--- config.mk ---
export PLATFORM = sky130hd
export DESIGN_NAME = chip8_fetch
export DESIGN_NICKNAME = d
export VERILOG_FILES = /design/src/rtl/chip8_fetch.sv
export SDC_FILE = /design/constraint.sdc
export NUM_CORES = 1
export LEC_CHECK = 0
export CORE_MARGIN = 2
export CORE_UTILIZATION = 30
export CTS_BUF_LIST = sky130_fd_sc_hd__clkbuf_16
export CTS_CLUSTER_DIAMETER = 40
export DETAILED_ROUTE_END_ITERATION = 10
export HOLD_SLACK_MARGIN = 0.12
export SETUP_SLACK_MARGIN = 0.1
export SLEW_MARGIN = 30
export SYNTH_ARGS = -nofsm -noshare
export SYNTH_HDL_FRONTEND = slang
export SYNTH_SLANG_ARGS = --single-unit
--- constraint.sdc ---
create_clock -name clk -period 2.45 [get_ports clk]
set_input_delay 0.3675 -clock clk [delete_from_list [all_inputs] [get_ports clk]]
set_output_delay 0.3675 -clock clk [all_outputs]
set_load 0.05 [all_outputs]
--- src/rtl/chip8_fetch.sv ---
`timescale 1ns/1ps
// CHIP-8 instruction fetch: reads two big-endian opcode bytes from byte-wide
// program memory, presents the opcode on a valid/ready handshake and owns the pc.
module chip8_fetch #(
    parameter logic [11:0] RESET_PC    = 12'h200,
    parameter int unsigned MEM_LATENCY = 1
) (
    input  logic        clk,
    input  logic        reset,
    input  logic        fetch_en,
    output logic [11:0] mem_addr,
    output logic        mem_rd,
    input  logic [7:0]  mem_rdata,
    output logic [15:0] opcode,
    output logic        opcode_valid,
    input  logic        opcode_ready,
    output logic [11:0] pc,
    input  logic        pc_jump,
    input  logic [11:0] jump_target,
    input  logic        pc_skip
);

    typedef enum logic [2:0] {
        HI_REQ,
        HI_WAIT,
        LO_REQ,
        LO_WAIT,
        VALID
    } state_t;

    localparam logic [1:0] LAT = 2'(MEM_LATENCY);

    state_t      state;
    logic [1:0]  wait_cnt;
    logic [11:0] addr_hold;
    logic [11:0] rd_addr;
    logic [11:0] next_pc;
    logic        issue;

    // The read strobe is combinational from the request states so the read
    // leaves in the same cycle fetch_en is seen; reset masks it immediately.
    always_comb begin
        issue   = 1'b0;
        rd_addr = pc;
        case (state)
            HI_REQ: issue = fetch_en;
            LO_REQ: begin
                issue   = 1'b1;
                rd_addr = pc + 12'd1;
            end
            default: ;
        endcase
        issue = issue & ~reset;
    end

    assign mem_rd   = issue;
    assign mem_addr = issue ? rd_addr : addr_hold;

    always_comb begin
        if (pc_jump)
            next_pc = jump_target;
        else if (pc_skip)
            next_pc = pc + 12'd4;
        else
            next_pc = pc + 12'd2;
    end

    always_ff @(posedge clk or posedge reset) begin
        if (reset) begin
            state        <= HI_REQ;
            pc           <= RESET_PC;
            addr_hold    <= RESET_PC;
            opcode       <= '0;
            opcode_valid <= 1'b0;
            wait_cnt     <= '0;
        end else begin
            if (issue)
                addr_hold <= rd_addr;
            case (state)
                HI_REQ: begin
                    if (fetch_en) begin
                        wait_cnt <= LAT;
                        state    <= HI_WAIT;
                    end
                end
                HI_WAIT: begin
                    if (wait_cnt == 2'd1) begin
                        opcode[15:8] <= mem_rdata;
                        wait_cnt     <= '0;
                        state        <= LO_REQ;
                    end else begin
                        wait_cnt <= wait_cnt - 2'd1;
                    end
                end
                LO_REQ: begin
                    wait_cnt <= LAT;
                    state    <= LO_WAIT;
                end
                LO_WAIT: begin
                    if (wait_cnt == 2'd1) begin
                        opcode[7:0]  <= mem_rdata;
                        wait_cnt     <= '0;
                        opcode_valid <= 1'b1;
                        state        <= VALID;
                    end else begin
                        wait_cnt <= wait_cnt - 2'd1;
                    end
                end
                VALID: begin
                    if (opcode_ready) begin
                        opcode_valid <= 1'b0;
                        pc           <= next_pc;
                        state        <= HI_REQ;
                    end
                end
                default: state <= HI_REQ;
            endcase
        end
    end

endmodule

==> metrics.cfg, run 1 <==
[synth]
ys_ff_latch = 46
seq_area_frac_synth_pct = 48.6
syn_nets = 264
ys_warn_count = 0
syn-cell-area_um2 = 2380
syn-mean-instance-area_um2 = 10.2
netlist_instances = 233
ys_types = 44

[final_layout]
multi_input_area_um2 = 1170
nNetsFinal = 344
fill_cells = 764
regArea_um2 = 1160
drive_above_1_share_pct = 28.7
diodes = 0
syn2layout_area_growth_pct = 53.4

[timing]
fin_crit_sh_pct = 94.2
tightest_slew_ns = 0.706
hold_viol = 0
period_needed_ns = 2.31
setup_viol_count_final = 0
fin_ws_ns = 0.143
slew_headroom_pct = 52.7
max_freq_mhz = 433
rsz0062_at_grt = true
finClkSkew_ns = 0.00652
slew_viol_final = 0
totalNegativeSetupSlack_ns = 0

[clock_network]
cts_tree = yes
insertion_delay_ns = 0.29
clkTransAtPathRegs_ns = 0.07
cts_buffers = 5
cts.sinks = 46
htree_levels = 2
cts.path.max_buffers = 2
cts_root_buffer = clkbuf_16

[global_route]
antenna_found_initial = 0
grt_busiest_layer = met2
use_met3_pct = 2.98
grt_pass1_vias = 1944
grt_max_degree = 30
grt-ovfl-total = 0
grt_use_met2_pct = 23.1
grt.total_usage_pct = 14.7
grt_pass1_wl_mm = 10.0
met1_usage_pct = 20.9

[status]
outcome = finished clean

[floorplan]
dieArea_um2 = 8650
core_area_um2 = 7690
die-width_um = 93.0
start_util_pct = 30.9
rows = 32
die_h_um = 93.0
pin_count = 68

[route]
drc_errors = 0
ant_nets = 0
vias = 2010
detail_route.first_pass.iterations = 4
drt-wirelength-per-cell_um = 15.0
drt-total-wl_mm = 6.23
viasPerCell = 4.83
drt_iter0_drc = 141

[worst_setup_path]
cp.arrival_ns = 1.94
endpoint_kind = primary output
path_class = register to primary output
startpoint_type = register
required_ns = 2.08
worstPathMaxFanout = 8

[power]
max-vdd-ir-drop_mv = 0.634
power_density_nw_per_um2 = 1610
leakage_nw = 1.51

[placed_design]
port_buffers = 67
hpwlAfterDp_mm = 4.50
pre_cts_ws_ns = 0.300
place_congestion = 0.830

[flow_run]
maxCapViolations = 0

[hold_path]
hp-class = primary input to async pin

[cell families (layout without fill, tap and decap cells)]
kind of cell | count (synthesis) | in the layout | synth area share [%]
simple gates | 74 | 74 | 17.2
compound gates | 50 | 50 | 12.8
flops | 46 | 46 | 48.6
buf+inv | 25 | 106 | 4.63
mux | 21 | 21 | 9.74
xor+xnor | 12 | 12 | 4.42
fa+ha+maj | 5 | 5 | 2.63
[area by class of cell]
| cell class | count | share of cell area (%) |
|---|---|---|
| clock buffer | 5 | 3.43 |
| clock inverter | 3 | 1.30 |
| inverter | 9 | 0.927 |
| multi-input combinational | 162 | 32.1 |
| sequential | 46 | 31.9 |
| tap | 102 | 3.50 |
| timing repair buffer | 89 | 26.8 |
[placed cells by master (no fill, tap or decap), types with 8 or more instances in the layout]
cell and n:
a21oi_1 11, buf_12 14, buf_4 21, clkdlybuf4s50_1 54, dfrtp_1 37, inv_1 8
mux2_2 17, nand2_1 25, nor2_1 13, nor3_1 9, o21ai_2 10, xnor2_1 8
[per-layer routing]
layer  routed length (um)  up-vias
met5                    0        -
met4                   70        0
met3                  237        8
met2                 3070       48
met1                 2840      959
li1                     -      995
[per-stage QoR]
step	hold slack, ns	total power, mW	area, um^2	utilization, %	std cells
finish	0.452	5.87	3640	47.4	416
global route	0.509	6.18	3640	47.4	416
CTS	0.477	5.80	3560	46.3	406
detailed placement	0.473	4.94	3360	43.8	396
global placement	0.464	4.90	3360	43.8	396
floorplan	0.466	3.60	2420	-	233
[power breakdown]
group / leakage (nW) / switching, mW / internal [mW]
combinational: 0.883 / 2.17 / 1.52
clock: 0.0848 / 0.311 / 0.489
sequential: 0.537 / 0.249 / 1.13
total: 1.51 / 2.73 / 3.14
[Yosys cell counts, drive strengths merged]
library cell | n | area, um^2
nor4bb | 1 | 10.0
o21a | 3 | 22.5
dfrtp | 44 | 1100
nand4 | 6 | 37.5
a211oi | 2 | 15.0
o2111ai | 1 | 8.76
a311oi | 1 | 8.76
ha | 5 | 62.6
or2 | 1 | 6.26
a31oi | 1 | 6.26
and4bb | 1 | 12.5
inv | 9 | 33.8
xnor2 | 8 | 70.1
nor3b | 1 | 7.51
o22ai | 3 | 18.8
nor3 | 10 | 50.1
nor4 | 3 | 55.1
nand3b | 1 | 7.51
dfstp | 2 | 52.6
a22o | 1 | 8.76
o22a | 2 | 17.5
nor2b | 1 | 6.26
o31ai | 1 | 7.51
nand4bb | 1 | 11.3
o2bb2ai | 1 | 8.76
a22oi | 3 | 22.5
and3 | 1 | 6.26
or3b | 1 | 8.76
and4 | 2 | 17.5
clkbuf | 13 | 48.8
buf | 3 | 27.5
xor2 | 4 | 35.0
mux2 | 17 | 191
nor2 | 14 | 55.1
mux2i | 4 | 40.0
nand3 | 4 | 20.0
a21oi | 11 | 55.1
o21ai | 20 | 104
nand2 | 26 | 97.6
[timing repair]
item                       CTS  global route
hold buffers                 0             0
gates resized for setup      5             4
setup endpoints to repair    6             6
buffers inserted             2            10
hold endpoints to repair     0             0
pin swaps                    0             4
[critical path, cell delays in order (launching register included)]
cell and delay, ns:
dfrtp_1 0.38, or3b_4 0.49, nor4_4 0.30, xnor2_1 0.12, o21ai_2 0.19, buf_12 0.16
[flip-flops by register name, indices dropped and copies added (netlist names)]
| name | count |
|---|---|
| opcode | 16 |
| addr_hold | 12 |
| pc | 12 |
| state | 3 |
| wait_cnt | 2 |
| opcode_valid | 1 |
[path summary, 6_finish.rpt]
| kind | from | end | slack [ns] | cells past startpoint |
|---|---|---|---|---|
| worst min-delay path | reset | opcode[15] | 0.45 | 2 |
| min in group clk | opcode_valid | opcode_valid | 0.50 | 2 |
| worst min register to register | opcode_valid | opcode_valid | 0.50 | 2 |
| max in group asynchronous | reset | pc[9] | 1.39 | 3 |
| worst max register to register | state[2] | opcode[9] | 0.64 | 5 |
| worst max-delay path | state[0] | mem_addr[9] | 0.14 | 5 |
No activity file was read; power rests on OpenSTA's default activity.
==> run 2: changes to the inputs <==
- ABC_CLOCK_PERIOD_IN_PS: not set -> 2450
==> results of run 2 <==
Final layout, timing and power as in run 1 (identical DEF).
==> run 3: changes to the inputs <==
--- a/config.mk
+++ b/config.mk
@@ -12,6 +12,8 @@
 export CTS_CLUSTER_DIAMETER = 40
 export DETAILED_ROUTE_END_ITERATION = 10
+export GPL_TIMING_DRIVEN = 0
 export HOLD_SLACK_MARGIN = 0.12
 export SETUP_SLACK_MARGIN = 0.1
+export SKIP_LAST_GASP = 1
 export SLEW_MARGIN = 30
 export SYNTH_ARGS = -nofsm -noshare
==> constraint.sdc (replaced) <==
create_clock -name clk -period 2.45 [get_ports clk]
set_input_delay 0.3675 -clock clk [delete_from_list [all_inputs] [get_ports clk]]
set_output_delay 0.3675 -clock clk [all_outputs]
set_load 0.005 [all_outputs]
==> run 3 against run 2 <==
The run now ends with setup timing left. Via count increased by 3.4%. Sequential power about the same. Highest routed layer unchanged. Largest power group unchanged. Sequential cell count unchanged. Routed wire length increased by 3.1%.
==> metrics.cfg, run 3 (same netlist as run 1, synthesis figures left out) <==
[global_route]
grt.total_usage_pct = 15.0
grt_pass1_vias = 2087
antenna_found_initial = 0
grt_max_degree = 47
grt-ovfl-total = 0
grt_pass1_wl_mm = 10.4

[placed_design]
port_buffers = 66
pre_cts_ws_ns = -0.328
place_congestion = 0.856
hpwlAfterDp_mm = 4.52

[worst_setup_path]
worstPathMaxFanout = 4
r2r-start = state[0]
regToRegEndpoint = pc[0]
path_class = register to primary output
reg2regPathDepth = 6
startpoint_type = register
rrSetupSlack_ns = 0.49
required_ns = 2.08
cp.arrival_ns = 2.12
endpoint_kind = primary output

[clock_network]
cts_buffers = 5
insertion_delay_ns = 0.28
cts_root_buffer = clkbuf_16
htree_levels = 2
cts.sinks = 46
clkTransAtPathRegs_ns = 0.07
cts_tree = yes
cts.path.max_buffers = 2

[final_layout]
diodes = 0
multi_input_area_um2 = 1170
fill_cells = 762
syn2layout_area_growth_pct = 50.4
regArea_um2 = 1160
final_cell_mix = clkdlybuf4s50_1, dfrtp_1, nand2_1
final_common_cell = clkdlybuf4s50_1
largest_register_ff_count = 16
regMostFlops = opcode
reg_top3 = opcode x16, addr_hold x12, pc x12
drive_above_1_share_pct = 26.4
nNetsFinal = 359

[status]
outcome = finished, violations left
violations = setup timing

[timing]
tightest_slew_ns = 0.570
max_freq_mhz = 402
rsz0062_at_grt = true
setup_viol_count_final = 1
slew_headroom_pct = 60.9
slew_viol_final = 0
fin_ws_ns = -0.0346
finClkSkew_ns = 0.00448
hold_viol = 0
fin_crit_sh_pct = 101
period_needed_ns = 2.48
worst_hold_slack_ns = 0.336

[floorplan]
rows = 32
die_h_um = 93.0
start_util_pct = 30.9
pin_count = 68
dieArea_um2 = 8650
core_area_um2 = 7690
die-width_um = 93.0

[flow_run]
maxCapViolations = 0

[hold_path]
hp-class = primary input to async pin

[route]
ant_nets = 0
drt_iter0_drc = 120
detail_route.first_pass.iterations = 4
drt-wirelength-per-cell_um = 14.9
drt-total-wl_mm = 6.42
viasPerCell = 4.82
vias = 2079
drc_errors = 0

[power]
power_density_nw_per_um2 = 1210
leakage_nw = 1.54
max-vdd-ir-drop_mv = 0.470

## run 3: cell count changes in the layout (fill, tap and decap cells not counted), sizes merged
| cell | before | now |
|---|---|---|
| clkbuf | 5 | 18 |
| dlymetal6s2s | 0 | 2 |
| buf | 35 | 32 |
| inv | 10 | 9 |
| clkdlybuf4s50 | 54 | 53 |
| clkinvlp | 0 | 2 |
| clkinv | 1 | 0 |
| dlygate4sd2 | 0 | 4 |
## run 3: worst max-delay path, cell delays in order, from the launching register on
cell	delay, ns
dfrtp_2	0.39
ha_1	0.17
and4bb_2	0.29
nand4_1	0.12
xor2_1	0.17
o21ai_1	0.17
clkdlybuf4s50_1	0.53
## run 3: report_power, final
| group | switching, mW | total [mW] | internal [mW] |
|---|---|---|---|
| Combinational | 0.956 | 2.21 | 1.25 |
| Clock | 0.284 | 0.765 | 0.481 |
| Sequential | 0.233 | 1.36 | 1.13 |
## run 3: how the worst max path moves through the flow
stage                  end  slack [ns]  startpoint
3_3_place_gp   mem_addr[3]       -0.27    fetch_en
4_1_cts        mem_addr[6]       -0.07       pc[1]
6_report       mem_addr[6]       -0.03       pc[1]
3_5_place_dp   mem_addr[3]       -0.33       reset
5_1_grt        mem_addr[6]       -0.13       pc[1]
2_1_floorplan  mem_addr[9]        0.59    state[0]
## run 3: cell type report
class	count	share of cell area, %
multi-input combinational	162	32.8
sequential	46	32.4
timing repair buffer	88	22.6
tap	102	3.57
clock buffer	5	3.50
buffer	16	2.84
clock inverter	3	1.26
inverter	9	1.02
## run 3: what timing repair did
item | 4_1_cts | 5_1_grt
resized for setup | 54 | 17
buffers inserted | 13 | 9
hold buffers | 0 | 0
endpoints found under the setup margin | 13 | 10
pin swaps | 12 | 13
## run 3: through the flow
stage	TNS, ns	total power, mW	utilization, %	std cells	instance area (um^2)
after floorplan	0	2.34	-	233	2380
after global placement	-4.85	3.29	41.2	401	3160
after detailed placement	-3.70	3.34	41.2	401	3170
after CTS	-0.123	4.27	45.3	422	3480
after global routing	-0.173	4.66	46.5	431	3570
final	-0.0346	4.34	46.5	431	3570
## run 3: layer usage
layer  up-vias  routed length [um]  global-route usage (%)
met5         -                   0                       0
met4         0                  63                    3.31
met3         4                 300                    3.14
met2        59                3200                    25.1
met1       996                2860                    20.1
li1       1020                   -                       -
